`config.mk`:
```
export PLATFORM = sky130hd
export DESIGN_NAME = mmio_uart_tx
export DESIGN_NICKNAME = d
export VERILOG_FILES = /design/src/rtl/mmio_uart_tx_pkg.sv /design/src/rtl/sync_fifo.sv /design/src/rtl/mmio_uart_tx.sv
export SDC_FILE = /design/constraint.sdc
export NUM_CORES = 1
export LEC_CHECK = 0
export ABC_AREA = 1
export CORE_MARGIN = 3
export CORE_UTILIZATION = 52
export DETAILED_ROUTE_END_ITERATION = 10
export GPL_ROUTABILITY_DRIVEN = 0
export PLACE_DENSITY_LB_ADDON = 0.12
export SLEW_MARGIN = 20
export SYNTH_ARGS = -nofsm -noshare
export SYNTH_HDL_FRONTEND = slang
export SYNTH_SLANG_ARGS = --single-unit
```
`constraint.sdc`:
```
create_clock -name clock -period 6 [get_ports clock]
set_input_delay 0.9 -clock clock [delete_from_list [all_inputs] [get_ports clock]]
set_output_delay 0.9 -clock clock [all_outputs]
set_load 0.02 [all_outputs]
```
`src/rtl/mmio_uart_tx_pkg.sv`:
```
// Shared constants for the memory-mapped UART transmitter: FSM states,
// register offsets and STATUS bit positions.
package mmio_uart_tx_pkg;

    typedef enum logic [1:0] {
        IDLE,
        START,
        DATA,
        STOP
    } uart_state_t;

    localparam int OFS_TX_DATA = 0;
    localparam int OFS_STATUS  = 1;

    localparam int ST_BUSY  = 1;
    localparam int ST_FULL  = 2;
    localparam int ST_OVF   = 3;
    localparam int ST_EMPTY = 4;

    function automatic logic [15:0] status_word(input logic empty, input logic ovf,
                                                input logic full, input logic busy);
        logic [15:0] w;
        w           = '0;
        w[ST_EMPTY] = empty;
        w[ST_OVF]   = ovf;
        w[ST_FULL]  = full;
        w[ST_BUSY]  = busy;
        return w;
    endfunction

endpackage

```
`src/rtl/sync_fifo.sv`:
```
// Synchronous circular FIFO with extra-MSB pointers; a pop while full frees
// the slot so a same-edge push is still accepted. No fall-through.
module sync_fifo #(
    parameter int WIDTH = 8,
    parameter int DEPTH = 8,
    localparam int AW   = $clog2(DEPTH)
) (
    input  logic             clock,
    input  logic             reset,
    input  logic             push,
    input  logic [WIDTH-1:0] push_data,
    input  logic             pop,
    output logic [WIDTH-1:0] pop_data,
    output logic             full,
    output logic             empty,
    output logic [AW:0]      count
);

    logic [WIDTH-1:0] mem [DEPTH];
    logic [AW:0]      wr_ptr;
    logic [AW:0]      rd_ptr;
    logic             do_push;
    logic             do_pop;

    assign count    = wr_ptr - rd_ptr;
    assign full     = (count == (AW+1)'(DEPTH));
    assign empty    = (count == '0);
    assign do_pop   = pop && !empty;
    assign do_push  = push && (!full || do_pop);
    assign pop_data = mem[rd_ptr[AW-1:0]];

    // NOTE: non-blocking assignments in clocked blocks so every register
    // samples pre-edge values regardless of statement order.
    always_ff @(posedge clock) begin
        if (reset) begin
            wr_ptr <= '0;
            rd_ptr <= '0;
        end else begin
            if (do_push) wr_ptr <= wr_ptr + 1'b1;
            if (do_pop)  rd_ptr <= rd_ptr + 1'b1;
        end
    end

    // NOTE: storage is not reset; the pointers alone define which entries are valid.
    always_ff @(posedge clock) begin
        if (do_push) mem[wr_ptr[AW-1:0]] <= push_data;
    end

endmodule

```
`src/rtl/mmio_uart_tx.sv`:
```
// Memory-mapped 8N1 UART transmitter: decodes TX_DATA/STATUS in the data
// address space, buffers stores in a FIFO and shifts bytes out on tx.
module mmio_uart_tx
    import mmio_uart_tx_pkg::*;
#(
    parameter int         CLKS_PER_BIT = 434,
    parameter int         FIFO_DEPTH   = 8,
    parameter logic [9:0] BASE_ADDR    = 10'h3F0
) (
    input  logic        clock,
    input  logic        reset,
    input  logic [9:0]  cpu_addr,
    input  logic [15:0] cpu_wdata,
    input  logic        cpu_we,
    output logic        io_hit,
    output logic [15:0] io_rdata,
    output logic        tx,
    output logic        irq_empty
);

    localparam int          CW          = $clog2(FIFO_DEPTH);
    localparam logic [9:0]  DATA_ADDR   = BASE_ADDR + 10'(OFS_TX_DATA);
    localparam logic [9:0]  STATUS_ADDR = BASE_ADDR + 10'(OFS_STATUS);
    localparam logic [15:0] BAUD_LAST   = 16'(CLKS_PER_BIT - 1);

    uart_state_t state_q, state_d;
    logic [15:0] baud_q, baud_d;
    logic [2:0]  bit_q, bit_d;
    logic [7:0]  shift_q, shift_d;
    logic        tx_d;
    logic        ovf_q;

    logic        hit_data, hit_status, push_req;
    logic        fifo_pop, fifo_full, fifo_empty;
    logic [7:0]  fifo_rdata;
    logic [CW:0] fifo_count;
    logic        busy;
    logic        baud_last;

    // Upper store-data byte has no meaning for an 8-bit transmitter.
    logic unused_wdata;
    assign unused_wdata = ^cpu_wdata[15:8];

    assign hit_data   = (cpu_addr == DATA_ADDR);
    assign hit_status = (cpu_addr == STATUS_ADDR);
    assign push_req   = cpu_we && hit_data;
    assign busy       = (state_q != IDLE);
    assign irq_empty  = (fifo_count == '0) && (state_q == IDLE);
    assign baud_last  = (baud_q == BAUD_LAST);

    sync_fifo #(
        .WIDTH (8),
        .DEPTH (FIFO_DEPTH)
    ) u_fifo (
        .clock     (clock),
        .reset     (reset),
        .push      (push_req),
        .push_data (cpu_wdata[7:0]),
        .pop       (fifo_pop),
        .pop_data  (fifo_rdata),
        .full      (fifo_full),
        .empty     (fifo_empty),
        .count     (fifo_count)
    );

    // NOTE: every always_comb output gets a default first so no path infers a latch.
    always_comb begin
        state_d  = state_q;
        baud_d   = baud_q + 16'd1;
        bit_d    = bit_q;
        shift_d  = shift_q;
        fifo_pop = 1'b0;
        case (state_q)
            IDLE: begin
                baud_d = '0;
                if (!fifo_empty) begin
                    fifo_pop = 1'b1;
                    shift_d  = fifo_rdata;
                    state_d  = START;
                end
            end
            START: begin
                if (baud_last) begin
                    baud_d  = '0;
                    bit_d   = '0;
                    state_d = DATA;
                end
            end
            DATA: begin
                if (baud_last) begin
                    baud_d  = '0;
                    shift_d = shift_q >> 1;
                    bit_d   = bit_q + 3'd1;
                    if (bit_q == 3'd7) state_d = STOP;
                end
            end
            STOP: begin
                if (baud_last) begin
                    baud_d = '0;
                    // Chain straight into the next start bit when more data is queued.
                    if (!fifo_empty) begin
                        fifo_pop = 1'b1;
                        shift_d  = fifo_rdata;
                        state_d  = START;
                    end else begin
                        state_d = IDLE;
                    end
                end
            end
            default: state_d = IDLE;
        endcase

        // tx is registered from the next-state view so the line changes on the edge.
        case (state_d)
            START:   tx_d = 1'b0;
            DATA:    tx_d = shift_d[0];
            default: tx_d = 1'b1;
        endcase
    end

    always_ff @(posedge clock) begin
        if (reset) begin
            state_q  <= IDLE;
            baud_q   <= '0;
            bit_q    <= '0;
            shift_q  <= '0;
            tx       <= 1'b1;
            ovf_q    <= 1'b0;
            io_hit   <= 1'b0;
            io_rdata <= '0;
        end else begin
            state_q  <= state_d;
            baud_q   <= baud_d;
            bit_q    <= bit_d;
            shift_q  <= shift_d;
            tx       <= tx_d;
            io_hit   <= hit_data || hit_status;
            io_rdata <= hit_status ? status_word(fifo_count == '0, ovf_q, fifo_full, busy) : '0;
            if (cpu_we && hit_status)
                ovf_q <= 1'b0;
            else if (push_req && fifo_full && !fifo_pop)
                ovf_q <= 1'b1;
        end
    end

endmodule

```
==> metrics <==
critical path endpoint category primary output; startpoint types register; die width 105 um; clock sinks 111; Inst Count DP 707; drt drc 0; Setup-failing EPs final 0; # hold bufs at CTS 0; CP Class register to primary output; DR vias/cell 5.17; setup TNS 0 ns; Max Root-Sink Buffers 2; nets 632; asr flop ratio synth 0; crit path DAT 2.52 ns; I/O pins 48; Syn Inst Count 566; Yosys top cell area share 0.376; Post-Layout Cell Count 723; Initial DRT Pass Iterations 5; Fin. Hold Viols 0; post-CTS sizing 0; total CTS buffers 9; sequential cell area fraction in the yosys report 0.560; Die Span Y 105 um; Area contributors post-synth edfxtp_1 38%, dfxtp_1 18%, nand2_1 11%; largest net degree at the start of global routing 34; remaining antenna violation count after routing 0; layout cells sized above 1 0.0657; Post-synth EDFFs 64; DR WL/cell 13.8 um; synth warn 0; gr usage total 0.184; H-tree levels 3; Clock transition at path regs 0.10 ns; Power Density 350 mW/mm^2; Sw Share 0.363; port bufs 27; Pint 1.26 mW; run status completed; Clk Tree Root Cell clkbuf_8; Synth area leader edfxtp_1; CP required 5.10 ns; Post-CTS Setup Bufs 0; max_cap viols 0; Ant. Diodes 0; flop-to-flop setup slack 2.73 ns; Skew-Pair Late Insertion Delay 0.37 ns; RSZ-0062 raised after global routing false; Comb power frac 0.317; DR iter-0 viols 261; worst slack at placement 2.60 ns; routed wire length 10.0 mm; Pleak 2.13 nW; initial antenna violation count 0; worst setup path endpoint irq_empty; commonest cells after routing, fill and taps aside 151 x nand2_1, 67 x nand3_1, 64 x edfxtp_1; Critical Path Fanout Max 5; Setup WS post-layout 2.58 ns; Yosys reg bits 111; Peak VDD IR 0.000182 V; R2R cell count 10; Synth Cell Area 0.00511 mm^2; Initial Util 0.545; Final Cycle Share 0.570; Reg2Reg Capture Point u_fifo.mem[6][3]; DIE AREA 0.0110 mm^2; FF-to-FF Start u_fifo.rd_ptr[2]; worst-margin pin slew 1.00 ns; syn avg cell area 9.03 um^2; vias 3738; Flop pwr share 0.453; post-synth cell types 37; GRT overflow 0; via count of the first global-routing pass 3408; Site Rows 35; core box area 0.00937 mm^2; sw power 717 uW; Crit. Startpoint u_fifo.rd_ptr[2]; clock share of power 0.229; Synth Flop Type edfxtp_1; Layout Skew 0.0176 ns; Area Overhead vs Synth 10.4%; most common cell after layout, fill and taps aside nand2_1; Max Clock Freq 293 MHz; pins over their slew limit 0; Tmin final 3.42 ns; CTS tree yes; hold crit path type register to register; first-pass GRT wire length 16.0 mm; hold path start ovf_q; dpl hpwl 6.50 mm; slew margin rel. 0.333
registers in the layout, indices dropped and copies added, names as in the netlist, named ones only:
signal,cells
u_fifo.mem,64
baud_q,16
bit_q,3
state_q,2
u_fifo.rd_ptr,4
tx,1
io_rdata,4
ovf_q,1
shift_q,8
u_fifo.wr_ptr,4
io_hit,1
synth_stat cells, types with 2 or more instances:
cell type	number
xor2_1	5
inv_2	2
nand2_2	4
edfxtp_1	64
nor2_4	2
nand2_1	151
o21a_1	2
nor2_1	48
or2_0	2
o211ai_1	3
nand4_1	5
clkbuf_1	12
nand3b_4	2
nand3_1	67
a21oi_2	2
o21ai_0	11
nor3_1	8
buf_4	12
nor3b_1	4
inv_1	40
dfxtp_1	47
or2_2	5
nand2_4	2
clkinv_1	2
a21oi_1	38
ha_1	14
buf_2	2
stage by stage:
stage / hold slack, ns / cell area, um^2 / total power, mW / utilization
detailed placement: 0.421 / 5440 / 1.54 / 0.581
CTS: 0.438 / 5640 / 1.99 / 0.602
floorplan: 0.409 / 5150 / 1.38 / -
finish: 0.432 / 5640 / 1.97 / 0.602
global route: 0.474 / 5640 / 2.09 / 0.602
global placement: 0.423 / 5440 / 1.53 / 0.581
cell families after synthesis:
| kind of cell | count (synthesis) | share of synthesized area |
|---|---|---|
| adder cells (fa/ha/maj) | 14 | 0.0343 |
| XOR/XNOR | 5 | 0.00857 |
| other | 1 | 0.000734 |
| AND/OR/NAND/NOR | 303 | 0.266 |
| AO/OA/AOI/OAI | 61 | 0.0681 |
| buffers and inverters | 71 | 0.0615 |
| flip-flops | 111 | 0.560 |
final cells by class:
class                      count  area [um^2]
fill                         819         3730
sequential                   111         2860
multi-input combinational    395         1970
timing repair buffer          28          278
inverter                      44          165
tap                          129          161
clock buffer                   9          124
clock inverter                 7         76.3
metal layers:
layer  global-route usage  share of wire  up-vias
li1                     -              -     1909
met1                0.243           0.45     1698
met2                0.299           0.48      119
met3               0.0445          0.062       12
met4               0.0600          0.016        0
met5                    0              0        -
how the worst min path moves through the flow:
stage	to	slack, ns	cells after the start
4_1_cts	io_rdata[3]	0.44	2
6_report	io_rdata[3]	0.43	2
2_1_floorplan	io_rdata[3]	0.41	2
3_3_place_gp	io_rdata[3]	0.42	2
5_1_grt	io_rdata[3]	0.47	2
3_5_place_dp	io_rdata[3]	0.42	2
power groups by stage:
stage	Sequential [mW]	Combinational, mW	Clock [mW]
CTS	0.896	0.630	0.464
global placement	0.911	0.615	0
global route	0.902	0.701	0.491
floorplan	0.888	0.491	0
detailed placement	0.912	0.627	0
finish	0.895	0.627	0.452
critical path: stages, from the launching register on:
cell             delay, ns
dfxtp_1               0.37
inv_1                 0.08
ha_1                  0.32
or2_2                 0.29
nand2_1               0.07
nand2_1               0.04
nand2_1               0.16
nand3_1               0.12
inv_1                 0.09
clkdlybuf4s50_1       0.60
Power figures use the tool's default switching activity.
